==> config.mk <==
export PLATFORM = sky130hd
export DESIGN_NAME = irin_nec
export DESIGN_NICKNAME = d
export VERILOG_FILES = /design/src/rtl/irin_pkg.sv /design/src/rtl/irin_pulse_timer.sv /design/src/rtl/irin_nec.sv
export SDC_FILE = /design/constraint.sdc
export NUM_CORES = 1
export LEC_CHECK = 0
export ABC_AREA = 1
export CAP_MARGIN = 20
export CORE_MARGIN = 3
export CORE_UTILIZATION = 50
export CTS_CLUSTER_DIAMETER = 30
export DETAILED_ROUTE_END_ITERATION = 12
export PLACE_DENSITY = 0.7
export SYNTH_ARGS = -nofsm -noshare
export SYNTH_HDL_FRONTEND = slang
export SYNTH_SLANG_ARGS = --single-unit
==> constraint.sdc <==
create_clock -name clk -period 2.5 [get_ports clk]
set_input_delay 0.5 -clock clk [delete_from_list [all_inputs] [get_ports clk]]
set_output_delay 0.5 -clock clk [all_outputs]
set_load 0.01 [all_outputs]
==> src/rtl/irin_pkg.sv <==
// Shared definitions for the NEC infrared receiver.
//   - state_t  : decoder FSM states
//   - NOM_*    : nominal NEC pulse widths in microseconds
//   - win_lo / win_hi : acceptance window bounds for a nominal width,
//     evaluated at elaboration time from the tolerance percentage
package irin_pkg;

    typedef enum logic [2:0] {
        ST_IDLE,
        ST_LEAD_MARK,
        ST_LEAD_SPACE,
        ST_BIT_MARK,
        ST_BIT_SPACE,
        ST_STOP_MARK,
        ST_REP_STOP
    } state_t;

    localparam int DUR_W          = 16;
    localparam int NOM_LEAD_MARK  = 9000;
    localparam int NOM_LEAD_SPACE = 4500;
    localparam int NOM_REP_SPACE  = 2250;
    localparam int NOM_BIT_MARK   = 560;
    localparam int NOM_ONE_SPACE  = 1690;

    function automatic int win_lo(input int nom, input int tol_pct);
        return nom * (100 - tol_pct) / 100;
    endfunction

    function automatic int win_hi(input int nom, input int tol_pct);
        return nom * (100 + tol_pct) / 100;
    endfunction

endpackage

==> src/rtl/irin_pulse_timer.sv <==
// Front end of the NEC receiver: input synchroniser, 1 us tick, glitch
// filter and mark/space duration counter.
// Ports:
//   clk, rst_n : system clock, asynchronous active-low reset
//   ir         : raw demodulated IR input (idle high), asynchronous
//   tick       : one-clk enable every microsecond
//   level      : filtered IR level
//   fall, rise : one-clk strobes on filtered falling / rising edges
//   dur        : length in us of the segment that ended at the last edge
//   sat        : running segment counter has saturated at 65535
module irin_pulse_timer
    import irin_pkg::*;
#(
    parameter int CLK_FREQ_HZ = 50000000
) (
    input  logic             clk,
    input  logic             rst_n,
    input  logic             ir,
    output logic             tick,
    output logic             level,
    output logic             fall,
    output logic             rise,
    output logic [DUR_W-1:0] dur,
    output logic             sat
);

    localparam int TICK_DIV = CLK_FREQ_HZ / 1000000;
    localparam int TW       = $clog2(TICK_DIV);

    logic [TW-1:0]    tick_cnt;
    logic [1:0]       sync;
    logic [1:0]       flt_cnt;
    logic [DUR_W-1:0] run_cnt;
    logic             flip;

    assign tick = (tick_cnt == '0);
    assign sat  = (run_cnt == {DUR_W{1'b1}});
    // The filtered level follows only on the 4th consecutive sample that
    // disagrees with it, so anything shorter than 4 us never reaches the FSM.
    assign flip = tick && (sync[1] != level) && (flt_cnt == 2'd3);

    always_ff @(posedge clk or negedge rst_n) begin
        if (!rst_n) begin
            tick_cnt <= '0;
            sync     <= 2'b11;
            level    <= 1'b1;
            flt_cnt  <= '0;
            run_cnt  <= '0;
            dur      <= '0;
            fall     <= 1'b0;
            rise     <= 1'b0;
        end else begin
            fall <= 1'b0;
            rise <= 1'b0;
            sync <= {sync[0], ir};
            tick_cnt <= tick ? TW'(TICK_DIV - 1) : tick_cnt - TW'(1);
            if (tick) begin
                if (sync[1] != level && !flip) begin
                    flt_cnt <= flt_cnt + 2'd1;
                end else begin
                    flt_cnt <= '0;
                end
                if (flip) begin
                    level   <= sync[1];
                    fall    <= ~sync[1];
                    rise    <= sync[1];
                    dur     <= run_cnt;
                    run_cnt <= '0;
                end else if (!sat) begin
                    run_cnt <= run_cnt + DUR_W'(1);
                end
            end
        end
    end

endmodule

==> src/rtl/irin_nec.sv <==
// NEC infrared remote decoder.
// Ports:
//   clk, rst_n : system clock, asynchronous active-low reset
//   ir         : raw demodulated IR input, idle high, burst = low
//   code       : command byte of the last accepted frame
//   address    : address of the last accepted frame, {byte1, byte0}
//   valid      : one-clk pulse when a frame is accepted
//   rpt        : one-clk pulse for an accepted repeat code ("repeat" is a
//                language keyword, hence the short name)
//   error      : one-clk pulse when a started frame is aborted
//   pressed    : high while a key is considered held
// Handshake: valid/rpt/error are single-cycle strobes with no back-pressure;
// code/address are stable from the valid strobe until the next accepted frame.
// The FSM state is held in the signal `state` for observation.
module irin_nec
    import irin_pkg::*;
#(
    parameter int CLK_FREQ_HZ = 50000000,
    parameter int TOL_PCT     = 25,
    parameter int CHECK_INV   = 1,
    parameter int HOLD_US     = 110000
) (
    input  logic        clk,
    input  logic        rst_n,
    input  logic        ir,
    output logic [7:0]  code,
    output logic [15:0] address,
    output logic        valid,
    output logic        rpt,
    output logic        error,
    output logic        pressed
);

    localparam int HOLD_W = $clog2(HOLD_US + 1);

    localparam logic [DUR_W-1:0] LEAD_LO = DUR_W'(win_lo(NOM_LEAD_MARK,  TOL_PCT));
    localparam logic [DUR_W-1:0] LEAD_HI = DUR_W'(win_hi(NOM_LEAD_MARK,  TOL_PCT));
    localparam logic [DUR_W-1:0] LSP_LO  = DUR_W'(win_lo(NOM_LEAD_SPACE, TOL_PCT));
    localparam logic [DUR_W-1:0] LSP_HI  = DUR_W'(win_hi(NOM_LEAD_SPACE, TOL_PCT));
    localparam logic [DUR_W-1:0] RSP_LO  = DUR_W'(win_lo(NOM_REP_SPACE,  TOL_PCT));
    localparam logic [DUR_W-1:0] RSP_HI  = DUR_W'(win_hi(NOM_REP_SPACE,  TOL_PCT));
    localparam logic [DUR_W-1:0] BIT_LO  = DUR_W'(win_lo(NOM_BIT_MARK,   TOL_PCT));
    localparam logic [DUR_W-1:0] BIT_HI  = DUR_W'(win_hi(NOM_BIT_MARK,   TOL_PCT));
    localparam logic [DUR_W-1:0] ONE_LO  = DUR_W'(win_lo(NOM_ONE_SPACE,  TOL_PCT));
    localparam logic [DUR_W-1:0] ONE_HI  = DUR_W'(win_hi(NOM_ONE_SPACE,  TOL_PCT));

    logic             tick, level, fall, rise, sat;
    logic [DUR_W-1:0] dur;

    irin_pulse_timer #(
        .CLK_FREQ_HZ(CLK_FREQ_HZ)
    ) u_timer (
        .clk  (clk),
        .rst_n(rst_n),
        .ir   (ir),
        .tick (tick),
        .level(level),
        .fall (fall),
        .rise (rise),
        .dur  (dur),
        .sat  (sat)
    );

    state_t            state, state_nx;
    logic [31:0]       shift_q, shift_nx;
    logic [4:0]        bit_cnt, bit_cnt_nx;
    logic [HOLD_W-1:0] hold_cnt;
    logic              valid_nx, rpt_nx, error_nx;
    logic              in_lead, in_lsp, in_rsp, in_bit, in_one, inv_ok;

    assign in_lead = (dur >= LEAD_LO) && (dur <= LEAD_HI);
    assign in_lsp  = (dur >= LSP_LO)  && (dur <= LSP_HI);
    assign in_rsp  = (dur >= RSP_LO)  && (dur <= RSP_HI);
    assign in_bit  = (dur >= BIT_LO)  && (dur <= BIT_HI);
    assign in_one  = (dur >= ONE_LO)  && (dur <= ONE_HI);
    // byte3 must be the bitwise inverse of byte2 (the command byte).
    assign inv_ok  = (CHECK_INV == 0) || (shift_q[31:24] == ~shift_q[23:16]);

    always_comb begin
        state_nx   = state;
        shift_nx   = shift_q;
        bit_cnt_nx = bit_cnt;
        valid_nx   = 1'b0;
        rpt_nx     = 1'b0;
        error_nx   = 1'b0;
        case (state)
            // The strobe cycle already shows the settled low level.
            ST_IDLE: if (fall && !level) state_nx = ST_LEAD_MARK;
            ST_LEAD_MARK: if (rise) begin
                if (in_lead) state_nx = ST_LEAD_SPACE;
                else begin state_nx = ST_IDLE; error_nx = 1'b1; end
            end
            ST_LEAD_SPACE: if (fall) begin
                if (in_lsp) begin
                    state_nx   = ST_BIT_MARK;
                    bit_cnt_nx = '0;
                end else if (in_rsp) begin
                    state_nx = ST_REP_STOP;
                end else begin
                    state_nx = ST_IDLE;
                    error_nx = 1'b1;
                end
            end
            ST_BIT_MARK: if (rise) begin
                if (in_bit) state_nx = ST_BIT_SPACE;
                else begin state_nx = ST_IDLE; error_nx = 1'b1; end
            end
            // Space ends on the falling edge that starts the next mark.
            ST_BIT_SPACE: if (fall) begin
                if (in_bit || in_one) begin
                    shift_nx   = {in_one, shift_q[31:1]};
                    bit_cnt_nx = bit_cnt + 5'd1;
                    state_nx   = (bit_cnt == 5'd31) ? ST_STOP_MARK : ST_BIT_MARK;
                end else begin
                    state_nx = ST_IDLE;
                    error_nx = 1'b1;
                end
            end
            ST_STOP_MARK: if (rise) begin
                state_nx = ST_IDLE;
                if (in_bit && inv_ok) valid_nx = 1'b1;
                else                  error_nx = 1'b1;
            end
            ST_REP_STOP: if (rise) begin
                state_nx = ST_IDLE;
                if (!in_bit)      error_nx = 1'b1;
                else if (pressed) rpt_nx   = 1'b1;
            end
            default: state_nx = ST_IDLE;
        endcase
        // A stuck line mid-frame overrides whatever the edge logic decided.
        if (state != ST_IDLE && sat) begin
            state_nx = ST_IDLE;
            valid_nx = 1'b0;
            rpt_nx   = 1'b0;
            error_nx = 1'b1;
        end
    end

    always_ff @(posedge clk or negedge rst_n) begin
        if (!rst_n) begin
            state   <= ST_IDLE;
            shift_q <= '0;
            bit_cnt <= '0;
            valid   <= 1'b0;
            rpt     <= 1'b0;
            error   <= 1'b0;
            code    <= '0;
            address <= '0;
        end else begin
            state   <= state_nx;
            shift_q <= shift_nx;
            bit_cnt <= bit_cnt_nx;
            valid   <= valid_nx;
            rpt     <= rpt_nx;
            error   <= error_nx;
            if (valid_nx) begin
                code    <= shift_q[23:16];
                address <= shift_q[15:0];
            end
        end
    end

    // Hold timer: a new frame or repeat wins over expiry in the same tick.
    always_ff @(posedge clk or negedge rst_n) begin
        if (!rst_n) begin
            pressed  <= 1'b0;
            hold_cnt <= '0;
        end else if (valid_nx || rpt_nx) begin
            pressed  <= 1'b1;
            hold_cnt <= HOLD_W'(HOLD_US);
        end else if (tick && hold_cnt != '0) begin
            hold_cnt <= hold_cnt - HOLD_W'(1);
            if (hold_cnt == HOLD_W'(1)) pressed <= 1'b0;
        end
    end

endmodule

==> key figures <==
Yosys
  • Synth area leader: dfrtp_1
  • Mux contribution to synthesized area: 0%
  • Mapped cell area: 6740 um^2
  • Adder-Cell Fraction of Synth Area: 1.30%
  • Synth Area in Compound Gates: 10.1%
  • Synth Area in Simple Gates: 29.7%
  • Main combinational cell family by area after synthesis: simple AND/OR/NAND/NOR gates
  • Number of synthesized flops with an enable pin: 0
  • Post-Synth XOR/XNOR Area: 2.47%
  • Mapped Avg Cell Area: 7.74 um^2
  • Mapped Nets: 881
  • Synth Register Bits: 130
  • Top-area cell type share of the netlist area: 47.1%
  • Sequential fraction of the synthesis area: 48.3%
  • YS warnings: 0
  • Post-synthesis async set-or-reset flop share: 100%
  • Unique masters post-synth: 38
  • Cells after Synth: 871
  • Top cells by area, synth: dfrtp_1 (47%), nand2_1 (13%), inv_1 (5.5%), nor2_1 (4.8%), o21ai_0 (4.7%)
  • Ys flop type: dfrtp_1

Setup path
  • CP Class: register to register
  • Worst endpoint required time: 2.85 ns
  • CP endpoint kind: register
  • CP Launch Point: u_timer.tick_cnt[0]$_DFF_PN0_
  • Worst-path fanout max: 8
  • CP startpoint kind: register
  • Worst r2r src: u_timer.tick_cnt[0]$_DFF_PN0_
  • Worst endpoint data arrival time: 2.58 ns

Clock tree
  • Insertion delay to the later sink of the worst-skew pair: 0.42 ns
  • Clk buf depth: 2
  • Total CTS buffers: 17
  • CTS Sinks: 130
  • Clock Tree Root: clkbuf_16
  • # H-tree levels: 4
  • CTS clk-pin slew, worst paths: 0.05 ns
  • Post-CTS Setup Inserts: 0
  • CTS tree: yes

STA
  • Rel. slew slack: 70.6%
  • Worst slew pin tran: 0.437 ns
  • Max Clock Skew: 0.00795 ns
  • Final setup viols: 0
  • Tcrit/Tclk final: 89.1%
  • Fin. Hold Viols: 0
  • Tmin final: 2.23 ns
  • Max Freq: 0.449 GHz
  • Setup Total Neg Slack: 0 ns
  • Slew Viols, Final: 0
  • RSZ-0062 raised after global routing: false

Cells and area
  • Share of layout cells above drive strength 1: 9.19%
  • Final nets: 925
  • Leading cell type in the layout, fill and taps excluded: nand2_1
  • Most frequent cells in the layout: nand2_1 (242), dfrtp_1 (127), inv_1 (99)
  • Antenna cell count: 0
  • Filler instances: 1127
  • Fin area: 7790 um^2
  • Layout area overhead: 15.5%

Floorplanning
  • Die Y: 122 um
  • # rows: 41
  • I/O Pins: 31
  • Die Wd: 122 um
  • Initial Util: 52.4%
  • Die area: 14900 um^2
  • Core area: 12900 um^2

Placed design
  • Cell Area, Placed: 7250 um^2
  • Hpwl dp: 9990 um
  • PortBufs: 30
  • RePlAce Congestion: 0.956

Global route
  • First-pass GRT wire length: 23900 um
  • Largest net degree at the start of global routing: 58
  • Number of global-route vias before repair: 5101
  • Grt total ovfl: 0
  • Initial antenna violation count: 0
  • Overall routing resource usage: 20.3%

Drt
  • Via count: 5536
  • DRT iter0 DRCs: 418
  • Routed WL per cell: 12.7 um
  • WL final: 14000 um
  • DRT Pass-1 Iters: 5
  • Drc violations: 0
  • Vias per inst: 5.05
  • Antenna Violating Nets Remaining: 0

Hold path
  • Class of the worst hold path: register to register
  • Worst Hold Launch: u_timer.sync[0]$_DFF_PN1_

Power
  • Power Density: 565 nW/um^2
  • Pleak: 3.76 nW
  • Maximum VDD drop: 467 uV

Run
  • Max_cap viols: 0

Run status
  • Status: finished clean
[layer usage]
metal,wire length [um],vias to the layer above,global-route usage [%]
li1,-,2886,-
met1,6950,2526,29.0
met2,6190,109,29.9
met3,619,15,5.34
met4,204,0,7.07
met5,0,-,0
[final timing paths]
check | end | cells after the start | slack, ns
setup / recovery | u_timer.run_cnt[3]$_DFFE_PN0P_ | 13 | 0.27
hold / removal | u_timer.sync[1]$_DFF_PN1_ | 0 | 0.37
setup reg to reg | u_timer.run_cnt[3]$_DFFE_PN0P_ | 13 | 0.27
hold reg to reg | u_timer.sync[1]$_DFF_PN1_ | 0 | 0.37
max in group asynchronous | shift_q[5]$_DFFE_PN0P_ | 3 | 1.29
min in group asynchronous | bit_cnt[4]$_DFFE_PN0P_ | 2 | 0.55
[report_power, final]
group	total (mW)	switching [mW]	internal, mW
clock	2.24	0.844	1.39
sequential	2.11	0.00121	2.11
combinational	0.0508	0.0412	0.00959
total	4.40	0.887	3.51
[Yosys cell counts, types with 6 or more instances]
master and n:
nand2_1 242, dfrtp_1 127, inv_1 99, nor2_1 87, o21ai_0 63, nand3_1 53
o21ai_1 31, nor3_1 27, xor2_1 16, nand4_1 15, a21oi_1 11, inv_2 9
o21ai_2 9, nand2_2 8, buf_2 7, buf_6 7, ha_1 7, nor2_2 7
nand3b_1 6
[logic make-up (layout without fill, tap and decap cells)]
group,count (synthesis),count (layout)
simple gates,461,461
fa+ha+maj,7,7
flops,130,130
compound gates,125,125
xor+xnor,19,19
buf+inv,129,183
[registers in the layout, indices dropped and copies added, names as in the netlist, 2 cells and up]
name	flops
u_timer.flt_cnt	2
shift_q	32
hold_cnt	17
address	16
bit_cnt	5
u_timer.dur	16
code	8
u_timer.tick_cnt	6
u_timer.run_cnt	16
u_timer.sync	2
state	3
[final cells by class]
class / instances / area [um^2] / share of cell area, %
clock buffers: 23 / 468 / 6.01
clock inverters: 6 / 58.8 / 0.755
inverters: 109 / 409 / 5.25
multi-input cells: 612 / 2940 / 37.7
flip-flops and latches: 130 / 3260 / 41.8
well taps: 172 / 215 / 2.76
repair buffers: 45 / 442 / 5.67
[critical path, stage by stage, from the launching register on]
cell and delay, ns:
dfrtp_1 0.37, inv_1 0.08, ha_1 0.17, inv_1 0.04, nor2_1 0.11, nand2_1 0.14, nor3_4 0.23, inv_1 0.20
o21ai_2 0.35, buf_4 0.22, nand2_1 0.07, nand2_1 0.07, nand2_1 0.04, nor2_1 0.08
[per-stage QoR]
| step | power (mW) | hold slack, ns | util, % | setup slack, ns | instances |
|---|---|---|---|---|---|
| final | 4.40 | 0.366 | 60.5 | 0.273 | 1097 |
| after global routing | 4.56 | 0.371 | 60.5 | 0.0412 | 1097 |
| after floorplan | 2.15 | 0.204 | - | 0.679 | 871 |
| after detailed placement | 2.20 | 0.357 | 56.3 | 0.279 | 1067 |
| after global placement | 2.20 | 0.358 | 56.3 | 0.373 | 1067 |
| after CTS | 4.45 | 0.364 | 60.5 | 0.263 | 1097 |
[what timing repair did]
action,in CTS,in global routing
gates resized for setup,0,0
hold buffers,1,0
endpoints found under the hold margin,35,0
No activity file was read; power rests on OpenSTA's default activity.
